File: config.mk
export PLATFORM = sky130hd
export DESIGN_NAME = mul_job_sequencer
export DESIGN_NICKNAME = d
export VERILOG_FILES = /design/src/rtl/mul_pkg.sv /design/src/rtl/mul_job_sequencer.sv
export SDC_FILE = /design/constraint.sdc
export NUM_CORES = 1
export LEC_CHECK = 0
export BUFFER_PORTS_ARGS = -buffer_cell sky130_fd_sc_hd__buf_4
export CAP_MARGIN = 20
export CORE_UTILIZATION = 37
export DETAILED_ROUTE_END_ITERATION = 12
export PLACE_DENSITY = 0.91
export SLEW_MARGIN = 20
export SYNTH_ARGS = -nofsm -noshare
export SYNTH_HDL_FRONTEND = slang
export SYNTH_SLANG_ARGS = --single-unit
File: constraint.sdc
create_clock -name clk -period 2.7 [get_ports clk]
set_input_delay 0.135 -clock clk [delete_from_list [all_inputs] [get_ports clk]]
set_output_delay 0.135 -clock clk [all_outputs]
set_load 0.01 [all_outputs]
File: src/rtl/mul_pkg.sv
// Shared types and default sizes for the multiplier job sequencer and its integration.
package mul_pkg;

  typedef enum logic [1:0] {
    IDLE = 2'd0,
    CALC = 2'd1,
    RESP = 2'd2
  } state_t;

  localparam int MUL_W     = 16;
  localparam int MUL_TAG_W = 4;
  localparam int MUL_CNT_W = 16;

endpackage

File: src/rtl/mul_job_sequencer.sv
// Control stage in front of system_multiplier: loads operands, pulses the result
// enable for one cycle, then presents the registered product with its tag.
module mul_job_sequencer
  import mul_pkg::*;
#(
  parameter int W     = MUL_W,
  parameter int TAG_W = MUL_TAG_W,
  parameter int CNT_W = MUL_CNT_W
) (
  input  logic             clk,
  input  logic             rstn,
  input  logic             in_valid,
  output logic             in_ready,
  input  logic [W-1:0]     in_a,
  input  logic [W-1:0]     in_b,
  input  logic [TAG_W-1:0] in_tag,
  output logic [W-1:0]     mul_d_a,
  output logic [W-1:0]     mul_d_b,
  output logic             mul_en_a,
  output logic             mul_en_b,
  output logic             mul_en_result,
  input  logic [2*W-1:0]   mul_result,
  output logic             out_valid,
  input  logic             out_ready,
  output logic [2*W-1:0]   out_product,
  output logic [TAG_W-1:0] out_tag,
  output logic             busy,
  output logic [CNT_W-1:0] job_count
);

  // Both streams: a transfer happens on the rising edge where valid & ready are
  // both high; a source holding valid high must keep its data stable until then.

  state_t state_q;
  state_t state_d;
  logic   accept;
  logic   out_fire;

  // A new pair may enter while the previous product leaves in the same cycle.
  assign in_ready = (state_q == IDLE) | ((state_q == RESP) & out_ready);
  assign accept   = in_valid & in_ready;
  assign out_fire = out_valid & out_ready;

  assign mul_d_a  = in_a;
  assign mul_d_b  = in_b;
  assign mul_en_a = accept;
  assign mul_en_b = accept;

  assign out_valid   = (state_q == RESP);
  assign out_product = mul_result;
  assign busy        = (state_q != IDLE);

  always_ff @(posedge clk) begin
    if (!rstn) begin
      state_q <= IDLE;
    end else begin
      state_q <= state_d;
    end
  end

  always_comb begin
    state_d       = state_q;
    mul_en_result = 1'b0;
    case (state_q)
      IDLE: begin
        if (accept) state_d = CALC;
      end
      CALC: begin
        mul_en_result = 1'b1;
        state_d       = RESP;
      end
      RESP: begin
        if (out_ready) state_d = accept ? CALC : IDLE;
      end
      default: state_d = IDLE;
    endcase
  end

  always_ff @(posedge clk) begin
    if (!rstn) begin
      out_tag <= '0;
    end else if (accept) begin
      out_tag <= in_tag;
    end
  end

  // Free-running wrap is intended: the counter is a modulo event count.
  always_ff @(posedge clk) begin
    if (!rstn) begin
      job_count <= '0;
    end else if (out_fire) begin
      job_count <= job_count + CNT_W'(1);
    end
  end

endmodule

==> run summary, run 1 <==
status - finished, final reports clean
first-pass GRT wire length - 3950 um
area taken by multi-input logic gates - 518 um^2
residual DRC count - 0
Starting Density - 0.395
crit start category - flop
H-Tree Depth - 1
Slew HR - 0.585
design area - 1360 um^2
clk sinks - 22
Worst-Margin Slew - 0.622 ns
drt pass-1 iters - 4
final WL - 2470 um
core area - 3740 um^2
critical path class - flop to flop
count leader, synth - buf_4
Max Root-Sink Buffers - 2
Setup TNS - 0 ns
R2R Setup Slk - 0.77 ns
Synth Flop Type - dfxtp_1
routability congestion estimate - 0.818
Synth cell types - 32
fillers - 403
vias per cell - 5.02
CTS tree - done
row count - 22
CTS Hold Bufs - 0
post-CTS sizing - 0
die span in y - 65.2 um
routed via count - 958
setup violators final - 0
Area Overhead vs Synth - -8.21%
worst skew pair latency - 0.26 ns
IO Pins - 162
syn_area_per_cell - 8.49 um^2
CP Capture Type - flop
layout cell share with drive strength beyond 1 - 0.308
Seq/Total Area, Yosys - 0.298
Syn Inst Count - 174
register area - 440 um^2
Routed WL per cell - 12.9 um
asr flop ratio synth - 0
pwr/cell area - 516 nW/um^2
max-cap viol count - 0
Design Power - 700 uW
CP Data Required Time - 2.89 ns
gr usage total - 0.118
crit share post-route - 0.714
DR iter-0 viols - 45
Worst Hold Class - input pin to flop
I/O Buffers - 33
die area - 4250 um^2
grt ovf - 0
Final HPWL DP - 1860 um
Worst-path clk slew - 0.08 ns
antenna viol nets, final - 0
dpl cell area - 1280 um^2
Worst Skew - 0.00289 ns
Final Hold Viols - 0
Synth area leader - buf_4
vias in the first global route - 927
f_max - 519 MHz
fin crit period - 1.93 ns
top cells by area, synth - buf_4, dfxtp_1, nor2_1
Final Core Density - 0.362
Final Net Count - 217
leak pwr - 0.000569 uW
Yosys top cell area share - 0.330
VDD IR max - 0.279 mV
Setup Buffers After CTS - 0
Yosys warnings - 0
Worst EP arrival - 2.12 ns
final slew viol count - 0
antenna violations before repair - 0
Post-Syn Area - 1480 um^2
CTS root buf - clkbuf_8
total CTS buffers - 3
Post-synth top cells - buf_4, dfxtp_1, nor2_1, a21oi_1, nand2_1
largest net degree at the start of global routing - 22
register bit total from synthesis - 22
Synthesized Nets - 247
die width - 65.2 um
diode count - 0
RSZ-0062 raised after global routing - false
Worst Path Max Fanout - 6
number of synthesized flops with an enable pin - 0
## cells by family (layout without fill, tap and decap cells)
family	Yosys count	after routing	synth area share
simple gates	51	51	0.203
flops	22	22	0.298
buf+inv	73	42	0.351
xor+xnor	10	10	0.0593
fa+ha+maj	1	1	0.00847
compound gates	13	13	0.0525
mux	4	4	0.0271
## worst paths after layout
path | startpoint | to | cells past startpoint
max | job_count[0]$_SDFFE_PN0P_ | job_count[14]$_SDFFE_PN0P_ | 5
min | rstn | state_q[0]$_SDFFE_PN0P_ | 2
max reg2reg | job_count[0]$_SDFFE_PN0P_ | job_count[14]$_SDFFE_PN0P_ | 5
min reg2reg | job_count[15]$_SDFFE_PN0P_ | job_count[15]$_SDFFE_PN0P_ | 2
## final cells by class
cell class / count / area share
Inverter: 5 / 0.0138
Clock inverter: 1 / 0.0221
Multi-Input combinational cell: 79 / 0.382
Sequential cell: 22 / 0.325
Timing Repair Buffer: 33 / 0.183
Clock buffer: 3 / 0.0304
Tap cell: 48 / 0.0443
## critical path, cell delays in order, from the launching register on
cell and delay, ns:
dfxtp_1 0.44, ha_1 0.22, nand3_2 0.13, or4_4 0.56, or3_1 0.36, a21oi_1 0.14
## where the power goes
part	total [uW]	internal (uW)	switching [uW]	leakage, uW
combinational	58.6	31.1	27.5	0.000355
clock	306	198	108	0.0000357
sequential	336	330	5.81	0.000178
## per-stage QoR
| stage | hold WS (ns) | setup slack [ns] | instances |
|---|---|---|---|
| 2_1_floorplan | 0.257 | 0.863 | 174 |
| 3_3_place_gp | 0.270 | 0.880 | 187 |
| 3_5_place_dp | 0.270 | 0.794 | 187 |
| 4_1_cts | 0.0741 | 0.761 | 191 |
| 5_1_grt | 0.0701 | 0.697 | 191 |
| 6_report | 0.0821 | 0.772 | 191 |
## flip-flops by register name, indices dropped and copies added (netlist names)
signal,cells
state_q,2
job_count,16
out_tag,4
## placed cells by master, fill, tap and decap left out, types with 5 or more instances in the layout
cell type	count
dfxtp_1	22
nand4_1	6
buf_4	33
a21oi_1	7
nor2_1	15
xnor2_1	5
xor2_1	5
nand2_1	7
inv_1	5
## layer usage
layer / track usage / routed length [um]
met2: 0.191 / 1120
met3: 0.0538 / 256
met4: 0.0625 / 61
met5: 0 / 0
met1: 0.129 / 1030
Note: power is estimated with default switching activity, not from simulation.
==> run 2, diff against run 1 <==
Settings changed: ABC_AREA from default to 1, CORE_UTILIZATION 37 to 35, PLACE_DENSITY 0.91 to 0.86.
Clock period 2.7 ns to 1.9 ns, I/O delays scaled along.
==> run summary, run 2 <==
status - finished, final reports clean
design area - 1380 um^2
max-cap viol count - 0
Synthesized Nets - 276
final WL - 2530 um
Yosys warnings - 0
f_max - 676 MHz
die span in y - 67.9 um
vias in the first global route - 888
first-pass GRT wire length - 4000 um
setup violators final - 0
Slew HR - 0.786
Worst-path clk slew - 0.08 ns
combinational fraction of design power - 0.108
number of synthesized flops with an enable pin - 0
top cells by area, synth - buf_4, dfxtp_1, nor2_1
Post-Synth XOR/XNOR Area - 0.0173
Synth Flop Type - dfxtp_1
Design Power - 864 uW
commonest cells after routing, fill and taps aside - buf_4, nor2_1, nand2_1
IO Pins - 162
grt ovf - 0
Top cell by count, worst path - nand2_1
fillers - 453
diode count - 0
die area - 4610 um^2
row count - 23
register area - 440 um^2
Routed WL per cell - 11.3 um
final non-filler cell total - 223
Synth area leader - buf_4
antenna violations before repair - 0
leak pwr - 0.000647 uW
Yosys top cell area share - 0.321
I/O Buffers - 33
Post-Syn Area - 1520 um^2
clk sinks - 22
CP max-delay cell - dfxtp_1
drt pass-1 iters - 4
CTS Hold Bufs - 0
critical path cell sequence - nand3_4 > nand2_1 > nand2_1 > inv_2 > buf_4
vias per cell - 4.57
crit share post-route - 0.779
Flop pwr share - 0.555
mux cell area share after synthesis - 0
Biggest register - job_count
largest net degree at the start of global routing - 14
largest family of logic cells by synthesized area - buffers and inverters
CP Data Required Time - 1.80 ns
syn_area_per_cell - 7.49 um^2
routed via count - 1019
Worst EP arrival - 1.38 ns
Post-synth top cells - buf_4, nor2_1, nand2_1, dfxtp_1, inv_1
Final HPWL DP - 1940 um
CTS root buf - clkbuf_8
Syn Inst Count - 203
count leader, synth - buf_4
Synth cell types - 23
die width - 67.9 um
pwr/cell area - 626 nW/um^2
area fraction in compound gates after synthesis - 0.0609
CTS tree - done
layout cell share with drive strength beyond 1 - 0.254
Net Sw Power - 206 uW
top flop regs - job_count x16, out_tag x4, state_q x2
core area - 4090 um^2
Int Power - 658 uW
Setup TNS - 0 ns
crit start category - flop
VDD IR max - 0.263 mV
commonest non-fill, non-tap cell in the layout - buf_4
Placed Cells incl. Taps - 220
Area Overhead vs Synth - -9.22%
CP Capture Type - output port
Worst Path Max Fanout - 10
H-Tree Depth - 1
total CTS buffers - 3
fin crit period - 1.48 ns
DR iter-0 viols - 26
Sw Share - 0.239
Max Root-Sink Buffers - 2
register bit total from synthesis - 22
asr flop ratio synth - 0
RSZ-0062 raised after global routing - false
Post-Synth Adder-Cell Area - 0.00823
Setup Buffers After CTS - 0
residual DRC count - 0
Worst Skew - 0.00487 ns
Worst-Margin Slew - 0.319 ns
Final Hold Viols - 0
antenna viol nets, final - 0
max FFs per register - 16
dpl cell area - 1340 um^2
routability congestion estimate - 0.810
post-CTS sizing - 0
critical path class - flop to output port
clock share of power - 0.336
gr usage total - 0.114
Max stage delay on crit path - 0.40 ns
area taken by multi-input logic gates - 517 um^2
Seq/Total Area, Yosys - 0.290
Final Net Count - 248
Worst Hold Class - input pin to flop
worst skew pair latency - 0.26 ns
Starting Density - 0.372
Post-Synth Simple-Gate Area - 0.253
final slew viol count - 0
## run 2: cell types whose count changed after synthesis, sizes merged, moves of 4 or more
cell and delta:
nand2 +18, inv +13, nor2 +13, nand3 +6, o21ai +6, or3 -5, mux2i -4, or4 -4
xnor2 -4
## run 2: area by class of cell
cell class	count	share of cell area
Tap cell	50	0.0453
Inverter	19	0.0517
Sequential cell	22	0.319
Timing Repair Buffer	33	0.180
Clock buffer	3	0.0299
Multi-Input combinational cell	96	0.374
## run 2: final timing paths
| check | from | to | slack (ns) | cells after the start |
|---|---|---|---|---|
| min reg2reg | out_tag[0]$_SDFFE_PN0P_ | out_tag[0]$_SDFFE_PN0P_ | 0.49 | 2 |
| max | state_q[1]$_SDFFE_PN0P_ | mul_en_a | 0.42 | 5 |
| max reg2reg | job_count[0]$_SDFFE_PN0P_ | job_count[12]$_SDFFE_PN0P_ | 0.52 | 8 |
| min | in_tag[3] | out_tag[3]$_SDFFE_PN0P_ | 0.09 | 3 |
## run 2: kinds of logic after synthesis
family / after synthesis
adders and majority gates: 1
and+or+nand+nor: 74
xor gates and xnor gates: 3
DFF: 22
buffers and inverters: 85
AOI/OAI and AO/OA: 18
## run 2: layer usage
layer | vias up | wire, um | track usage | share of wire
met4 | 0 | 65 | 0.0703 | 0.026
li1 | 517 | - | - | -
met2 | 30 | 1140 | 0.183 | 0.45
met1 | 453 | 1110 | 0.133 | 0.44
met3 | 19 | 219 | 0.0317 | 0.087
met5 | - | 0 | 0 | 0
## run 2: critical path, delay by kind of cell (launching register included)
| family | cells | cell delay (ns) |
|---|---|---|
| and+or+nand+nor | 3 | 0.44 |
| buffers and inverters | 2 | 0.27 |
| DFF | 1 | 0.40 |
## run 2: power groups by stage
stage / Sequential (uW) / Combinational, uW / Clock [uW]
floorplan: 494 / 183 / 0
global placement: 490 / 93.9 / 0
detailed placement: 491 / 95.3 / 0
CTS: 480 / 95.4 / 299
global route: 481 / 106 / 313
finish: 480 / 93.6 / 291
## run 2: metrics by stage
step	utilization	hold WS (ns)	setup WS (ns)
6_report	0.338	0.0856	0.420
5_1_grt	0.338	0.117	0.266
4_1_cts	0.338	0.0878	0.393
3_5_place_dp	0.328	0.190	0.521
3_3_place_gp	0.328	0.190	0.595
2_1_floorplan	-	0.233	0.576
==> run 3, diff against run 2 <==
Clock period 1.9 ns to 1.39 ns, I/O delays scaled along.
==> run summary, run 3 (synthesis gave the netlist of run 2 again) <==
Worst-Margin Slew - 0.293 ns
CP Data Required Time - 1.55 ns
commonest cells after routing, fill and taps aside - buf_4, nor2_1, nand2_1
Placed Cells incl. Taps - 221
IO Pins - 162
Routed WL per cell - 11.6 um
design area - 1460 um^2
CP Capture Type - flop
diode count - 0
Top cell by count, worst path - nand3_4
crit share post-route - 0.937
pwr/cell area - 813 nW/um^2
first-pass GRT wire length - 4150 um
Worst Hold Class - input pin to flop
VDD IR max - 0.367 mV
Worst Path Max Fanout - 7
final slew viol count - 0
register area - 448 um^2
commonest non-fill, non-tap cell in the layout - buf_4
die width - 67.9 um
fillers - 440
Final HPWL DP - 1910 um
routability congestion estimate - 0.778
Max Root-Sink Buffers - 2
Biggest register - job_count
grt ovf - 0
die area - 4610 um^2
layout cell share with drive strength beyond 1 - 0.333
Slew HR - 0.803
clk sinks - 22
antenna violations before repair - 0
drt pass-1 iters - 4
Final Hold Viols - 0
f_max - 767 MHz
largest net degree at the start of global routing - 14
CTS root buf - clkbuf_8
I/O Buffers - 33
gr usage total - 0.117
area taken by multi-input logic gates - 529 um^2
Worst EP arrival - 1.46 ns
status - finished, final reports clean
dpl cell area - 1350 um^2
total CTS buffers - 3
Starting Density - 0.372
critical path cell sequence - inv_2 > nand3_4 > buf_6 > nor2_8 > nand3_4 > buf_4 > o21ai_0 > a21oi_1
CP max-delay cell - dfxtp_2
max-cap viol count - 0
CTS Hold Bufs - 0
Worst Skew - 0.00222 ns
final non-filler cell total - 230
fin crit period - 1.30 ns
final WL - 2680 um
vias in the first global route - 974
residual DRC count - 0
top flop regs - job_count x16, out_tag x4, state_q x2
DR iter-0 viols - 35
max FFs per register - 16
setup violators final - 0
antenna viol nets, final - 0
Max stage delay on crit path - 0.34 ns
core area - 4090 um^2
vias per cell - 4.73
worst skew pair latency - 0.26 ns
crit start category - flop
H-Tree Depth - 1
routed via count - 1087
leak pwr - 0.000681 uW
Area Overhead vs Synth - -4.03%
die span in y - 67.9 um
CTS tree - done
Final Net Count - 255
Final Hold Slack - 0.0534 ns
Worst-path clk slew - 0.08 ns
row count - 23
critical path class - flop to flop
-- run 3: what timing repair did --
action | 4_1_cts | 5_1_grt
pin swaps | 0 | 3
resized for setup | 2 | 10
buffers inserted | 3 | 3
gates cloned | 0 | 0
setup endpoints to repair | 3 | 10
-- run 3: final cells by class --
| type | count | area share |
|---|---|---|
| multi-input combinational | 96 | 0.363 |
| sequential | 22 | 0.307 |
| timing repair buffer | 40 | 0.208 |
| inverter | 19 | 0.0506 |
| tap | 50 | 0.0429 |
| clock buffer | 3 | 0.0283 |
-- run 3: stage by stage --
stage	total power [uW]	util	worst slack, ns	setup TNS, ns
final	1190	0.357	0.0870	0
after global routing	1250	0.357	-0.0141	-0.0176
after CTS	1200	0.346	0.0440	0
after detailed placement	801	0.329	0.00798	0
after global placement	800	0.329	0.111	0
after floorplan	925	-	0.0657	0
-- run 3: critical path: cells and delay by family, from the launching register on --
kind / cells / cell delay, ns
compound gates: 2 / 0.19
buf+inv: 3 / 0.37
flops: 1 / 0.34
simple gates: 3 / 0.30
-- run 3: final timing paths --
check / from / endpoint / slack, ns / cells past startpoint
setup reg to reg: state_q[0]$_SDFFE_PN0P_ / job_count[7]$_SDFFE_PN0P_ / 0.09 / 8
setup / recovery: state_q[0]$_SDFFE_PN0P_ / job_count[7]$_SDFFE_PN0P_ / 0.09 / 8
hold / removal: in_tag[0] / out_tag[0]$_SDFFE_PN0P_ / 0.05 / 3
hold reg to reg: out_tag[0]$_SDFFE_PN0P_ / out_tag[0]$_SDFFE_PN0P_ / 0.49 / 2
-- run 3: report_power, final --
group          total (uW)  switching [uW]  internal (uW)  leakage (uW)
clock network         393             199            193     0.0000216
logic                 139            70.5           68.7      0.000478
registers             654            10.1            644      0.000181
-- run 3: metal layers --
metal	global-route usage	vias to the layer above	part of all wire
met5	0	-	0
met4	0.0833	0	0.031
met3	0.0367	21	0.088
met2	0.189	36	0.46
met1	0.130	498	0.42
li1	-	532	-
